[src/rtl/bcd_timer.sv]
`default_nettype none
// ============================================================================
//  Module   : bcd_timer
//  Purpose  : Parametrised BCD up/down timer. A prescaler divides clk by DVSR
//             into count ticks. Each digit counts modulo 10 or modulo 6, as
//             selected by SIX_MASK. The timer supports wrap or saturate at the
//             boundary, a clamped preset load, and a registered terminal-count
//             pulse. It drives a packed, registered BCD digit bus.
//  Options  : BCD_TIMER_LAP_EN - when defined, builds the lap (display freeze)
//             capture register and its toggle logic. When undefined, lap_req
//             is ignored and lap_active is tied low.
//  Revision : 1.0 - initial release
// ============================================================================
module bcd_timer #(
  parameter int                DVSR     = 10000000,
  parameter int                N        = 24,
  parameter int                DIGITS   = 4,
  parameter logic [DIGITS-1:0] SIX_MASK = 4'b0100
) (
  input  logic                  clk,
  input  logic                  reset_n,
  input  logic                  enable,
  input  logic                  up,
  input  logic                  wrap,
  input  logic                  load,
  input  logic [4*DIGITS-1:0]   load_value,
  input  logic                  lap_req,
  output logic [4*DIGITS-1:0]   digits,
  output logic                  tc,
  output logic                  lap_active
);

  localparam int              c_w      = 4 * DIGITS;
  localparam logic [N-1:0]    c_p_last = N'(DVSR - 1);
  localparam logic [N-1:0]    c_p_one  = N'(1);

  // Prescaler and tick
  logic [N-1:0]     r_p;
  logic             w_tick;

  // Live count and its next-state terms
  logic [c_w-1:0]   r_live;
  logic [c_w-1:0]   w_step;
  logic [c_w-1:0]   w_load_val;
  logic [DIGITS-1:0] w_is_max;
  logic [DIGITS-1:0] w_is_zero;
  logic [DIGITS-1:0] w_next_max;
  logic [DIGITS-1:0] w_next_zero;
  logic [DIGITS-1:0] w_roll;
  logic [DIGITS-1:0] w_carry;
  logic             w_at_bound;
  logic             w_hold;
  logic             w_next_term;
  logic             w_do_step;

  // Output stage
  logic [c_w-1:0]   w_display;
  logic [c_w-1:0]   r_digits;
  logic             r_tc_pend;
  logic             r_tc;

  assign w_tick = enable && (r_p == c_p_last);

  // Prescaler: free-runs while enabled, restarts on tick or load
  always_ff @(posedge clk) begin
    if (!reset_n) begin
      r_p <= '0;
    end else if (load || w_tick) begin
      r_p <= '0;
    end else if (enable) begin
      r_p <= r_p + c_p_one;
    end
  end

  // The least significant digit always sees a step request on a tick
  assign w_carry[0] = 1'b1;

  generate
    for (genvar gi = 0; gi < DIGITS; gi++) begin : g_digit
      localparam logic [3:0] c_max = SIX_MASK[gi] ? 4'd5 : 4'd9;

      logic [3:0] w_cur;
      logic [3:0] w_nxt;
      logic [3:0] w_ld;

      assign w_cur = r_live[4*gi +: 4];
      assign w_ld  = load_value[4*gi +: 4];

      assign w_is_max[gi]  = (w_cur == c_max);
      assign w_is_zero[gi] = (w_cur == 4'd0);

      // A digit rolls when it sits at the edge of its range in the count direction
      assign w_roll[gi] = up ? w_is_max[gi] : w_is_zero[gi];

      // Digits only move when every lower digit rolled (ripple carry / borrow)
      assign w_nxt = !w_carry[gi] ? w_cur :
                     w_roll[gi]   ? (up ? 4'd0 : c_max) :
                     up           ? (w_cur + 4'd1) :
                                    (w_cur - 4'd1);

      assign w_step[4*gi +: 4]     = w_nxt;
      assign w_next_max[gi]        = (w_nxt == c_max);
      assign w_next_zero[gi]       = (w_nxt == 4'd0);

      // Out-of-range preset digits are clamped to the digit maximum
      assign w_load_val[4*gi +: 4] = (w_ld > c_max) ? c_max : w_ld;

      if (gi < DIGITS - 1) begin : g_carry
        assign w_carry[gi+1] = w_carry[gi] & w_roll[gi];
      end
    end
  endgenerate

  // The natural ripple already wraps to all-zero or all-max, so only saturation needs a hold
  assign w_at_bound  = up ? (&w_is_max) : (&w_is_zero);
  assign w_hold      = w_at_bound && !wrap;
  assign w_next_term = up ? (&w_next_max) : (&w_next_zero);
  assign w_do_step   = w_tick && !load && !w_hold;

  // Live counter: load wins over tick, saturation holds the value
  always_ff @(posedge clk) begin
    if (!reset_n) begin
      r_live <= '0;
    end else if (load) begin
      r_live <= w_load_val;
    end else if (w_do_step) begin
      r_live <= w_step;
    end
  end

  // Terminal count is flagged at the step edge and presented with the digit update
  always_ff @(posedge clk) begin
    if (!reset_n) begin
      r_tc_pend <= 1'b0;
      r_tc      <= 1'b0;
    end else begin
      r_tc_pend <= w_do_step && w_next_term;
      r_tc      <= r_tc_pend;
    end
  end

`ifdef BCD_TIMER_LAP_EN
  logic [c_w-1:0] r_frozen;
  logic           r_lap_active;
  logic           w_lap_next;
  logic [c_w-1:0] w_frozen_next;

  assign w_lap_next    = lap_req ? !r_lap_active : r_lap_active;
  assign w_frozen_next = (lap_req && !r_lap_active) ? r_live : r_frozen;

  // Lap toggle: capture the live count on entry, release on the second request
  always_ff @(posedge clk) begin
    if (!reset_n) begin
      r_lap_active <= 1'b0;
      r_frozen     <= '0;
    end else begin
      r_lap_active <= w_lap_next;
      r_frozen     <= w_frozen_next;
    end
  end

  // Using the post-edge lap state keeps digits and lap_active in the same cycle
  assign w_display  = w_lap_next ? w_frozen_next : r_live;
  assign lap_active = r_lap_active;
`else
  logic w_unused_lap;

  assign w_unused_lap = lap_req;
  assign w_display    = r_live;
  assign lap_active   = 1'b0;
`endif

  // Display register: one cycle behind the live count
  always_ff @(posedge clk) begin
    if (!reset_n) begin
      r_digits <= '0;
    end else begin
      r_digits <= w_display;
    end
  end

  assign digits = r_digits;
  assign tc     = r_tc;

endmodule
`default_nettype wire

[config.mk]
export PLATFORM = sky130hd
export DESIGN_NAME = bcd_timer
export DESIGN_NICKNAME = d
export VERILOG_FILES = /design/src/rtl/bcd_timer.sv
export SDC_FILE = /design/constraint.sdc
export NUM_CORES = 1
export LEC_CHECK = 0
export ABC_AREA = 1
export CAP_MARGIN = 10
export CORE_ASPECT_RATIO = 1.2
export CORE_UTILIZATION = 30
export DETAILED_ROUTE_END_ITERATION = 8
export PLACE_DENSITY = 0.46
export SYNTH_ARGS = -nofsm -noshare
export SYNTH_HDL_FRONTEND = slang
export SYNTH_SLANG_ARGS = --single-unit
[constraint.sdc]
create_clock -name clk -period 4.3 [get_ports clk]
set_input_delay 0.43 -clock clk [delete_from_list [all_inputs] [get_ports clk]]
set_output_delay 0.43 -clock clk [all_outputs]
set_load 0.05 [all_outputs]
==> summary.md <==
| Metric | Value |
|---|---|
| Min-delay src | `r_tc_pend` |
| Post-Layout Inst Area | `4360 µm²` |
| PnR worst setup slack | `1520 ps` |
| Worst Skew | `7.93 ps` |
| Post-cts sizing count | `0` |
| Post-Syn Area | `3530 µm²` |
| Fin util | `0.379` |
| R2r worst-path depth | `12` |
| Psw | `438 µW` |
| Yosys reg bits | `58` |
| Top cell type's share of synthesized area | `0.329` |
| Hold-fix buffer count after cts | `0` |
| Max cap viols | `0` |
| CP Data Required Time | `4560 ps` |
| Async set-reset flop share out of synthesis | `0` |
| Area leader, netlist | `dfxtp_1` |
| Synth area leaders | `dfxtp_1 33%, nand2_1 13%, nor2_1 7.0%` |
| Die Wd | `101 µm` |
| CP top delay family | `buffers and inverters` |
| Post-synth EDFFs | `0` |
| Number of detailed-route iterations in the first pass | `4` |
| Starting DRT DRC Count | `122` |
| First-pass GRT wire length | `15300 µm` |
| GP Congestion | `0.817` |
| Die Y | `121 µm` |
| Cts bufs inserted | `9` |
| Critical path buffers and inverters | `3` |
| Antenna violations before repair | `0` |
| Logic pwr share | `0.166` |
| P&R area growth vs syn | `23.4%` |
| Placed cell areas | `4060 µm²` |
| Status | `completed` |
| Vias in the first global route | `3208` |
| VDD IR-drop max | `0.000157 V` |
| Clock share of power | `0.469` |
| Ports | `41` |
| Clock transition at the registers of the reported paths | `50 ps` |
| RSZ-0062 raised after global routing | `no` |
| WS Path Type | `input pin to flip-flop` |
| Hold Path Cell Cnt | `2` |
| Residual DRC | `0` |
| Clk root buf | `clkbuf_16` |
| Pin count of the biggest net entering global routing | `24` |
| Die Footprint | `12200 µm²` |
| Post-CTS setup buffer count | `0` |
| Worst setup SP type | `input pin` |
| Final ANT Viol Nets | `0` |
| Seq pwr share | `0.364` |
| GRT Resource Usage Total | `0.161` |
| PwrDens | `363 nW/µm²` |
| Clk_lat worst skew | `330 ps` |
| Worst-path cell chain | `clkdlybuf4s50_1 -> buf_4 -> inv_1 -> ha_1 -> or2_2 -> nand3_1 -> nand3_1 -> nand2_1 -> o21ai_0 -> nor2_1 -> nand3_1 -> nand2_1 -> nand2_1 -> nor2_2` |
| Worst min path class | `flip-flop to flip-flop` |
| Distinct cells, synth | `46` |
| Avg WL per Cell | `12.6 µm` |
| Initial Util | `0.307` |
| DR vias/cell | `4.66` |
| Gr ovfl total | `0` |
| Crit path time final | `2780 ps` |
| Reg2reg start | `r_live[0]` |
| H-tree depth | `3` |
| Final setup violation count | `0` |
| Max Root-Sink Buffers | `2` |
| Dpl ws | `1180 ps` |
| Max-slew violations | `0` |
| Layout Nets | `595` |
| Seq/Total Area, Yosys | `0.329` |
| Core area | `11500 µm²` |
| CP peak stage delay | `460 ps` |
| Slew margin rel. | `0.556` |
| Detailed-route via count | `3358` |
| Mapped Avg Cell Area | `6.82 µm²` |
| Slowest cell on crit path | `clkdlybuf4s50_1` |
| Rows | `43` |
| Fin. Hold Viols | `0` |
| Synth top cells by count | `123 x nand2_1, 66 x nor2_1, 64 x inv_1` |
| Endpoint class of the critical path | `flip-flop` |
| CTS tree | `yes` |
| Worst-path maximum fanout | `15` |
| WL final | `9070 µm` |
| WP data arrival | `3050 ps` |
| Synth Flop Type | `dfxtp_1` |
| Setup tns final | `0 ps` |
| Minimum setup slack among reg-to-reg paths | `2200 ps` |
| Clock Sinks | `58` |
| Int Power | `1.15 mW` |
| Final period util | `0.647` |
| Worst-margin pin slew | `664 ps` |
| Synthesized net count | `554` |
| Synth Warn # | `0` |
| Max Clk Rate | `360 MHz` |
| Count leader, synth | `nand2_1` |
| Layout cell share with drive strength beyond 1 | `0.0853` |
| Ant. Diodes | `0` |
| Pleak | `1.83 nW` |
| Hold endpoint | `tc` |
| Reg-to-Reg End | `r_tc_pend` |
| HPWL Detailed | `6840 µm` |
| Sw Share | `0.277` |
| Port bufs | `38` |
| Post-Syn Instances | `518` |
[worst min-delay path, stage by stage, from the launching register on]
cell and delay [ps]:
dfxtp_1 300, nand2_1 50, inv_1 40
[power by group through the flow]
stage | Clock, mW | Combinational, mW | Sequential, mW
after floorplan | 0 | 0.171 | 0.606
after CTS | 0.764 | 0.266 | 0.577
final | 0.743 | 0.264 | 0.577
after global routing | 0.783 | 0.297 | 0.579
after detailed placement | 0 | 0.265 | 0.588
after global placement | 0 | 0.263 | 0.588
[worst max path at each step]
stage | cells past startpoint | start | to | slack [ps]
6_report | 14 | up | r_tc_pend | 1520
5_1_grt | 14 | up | r_tc_pend | 1260
4_1_cts | 12 | up | r_live[7] | 1510
3_5_place_dp | 12 | up | r_live[7] | 1180
3_3_place_gp | 12 | up | r_live[7] | 1180
2_1_floorplan | 13 | up | r_tc_pend | 2260
[placed cells by master (no fill, tap or decap), types with 2 or more instances in the layout]
cell type        synthesis  final
a31oi_1                  2      2
clkbuf_8                 0      3
nor2_1                  66     66
nor2_2                   6      6
clkinv_1                 3      3
nor4_1                   4      4
o211ai_1                 5      5
nand3_2                  3      3
nand2_2                  3      3
inv_1                   64     64
o21ai_1                  3      3
xnor2_1                  7      7
clkbuf_16                0      9
a22oi_1                  3      3
ha_1                     9      9
buf_4                    2      3
inv_2                    2      2
a21oi_2                  4      4
nand3_1                 42     42
or2_2                    5      5
o22ai_1                  2      2
nand2_4                  4      4
o21a_1                   2      2
a21oi_1                 22     22
nand4_1                  9      9
fa_1                     4      4
nor3b_1                  3      3
nor3_1                  14     14
xor2_1                  10     10
clkdlybuf4s50_1          0     38
o21ai_0                 14     14
nand2_1                123    123
dfxtp_1                 58     58
[layer usage]
| layer | up-vias | routed length [µm] | global-route usage |
|---|---|---|---|
| li1 | 1760 | - | - |
| met1 | 1528 | 3860 | 0.183 |
| met2 | 62 | 4700 | 0.291 |
| met3 | 8 | 389 | 0.0380 |
| met4 | 0 | 123 | 0.0580 |
| met5 | - | 0 | 0 |
[cell type report]
cell class | instances | area (µm²)
fillers | 1239 | 7150
multi-input cells | 379 | 2030
flip-flops and latches | 58 | 1160
repair buffers | 41 | 403
clock buffers | 13 | 270
inverters | 70 | 265
well taps | 157 | 196
clock inverters | 2 | 35.0
[metrics by stage]
step	hold slack [ps]	std cells	total power [mW]
finish	413	720	1.58
global route	455	720	1.66
CTS	419	720	1.61
detailed placement	404	705	0.854
global placement	399	705	0.851
floorplan	390	518	0.778
[registers in the layout (all words and copies together), names as in the netlist]
name	flops
r_live	16
r_tc_pend	1
r_p	24
tc	1
digits	16
[logic make-up after synthesis]
logic type	share of synthesized area
AND/OR/NAND/NOR	0.369
buffers and inverters	0.0970
AO/OA/AOI/OAI	0.107
flip-flops	0.329
XOR/XNOR	0.0421
adder cells (fa/ha/maj)	0.0545
other	0.00106
Power figures use the tool's default switching activity.
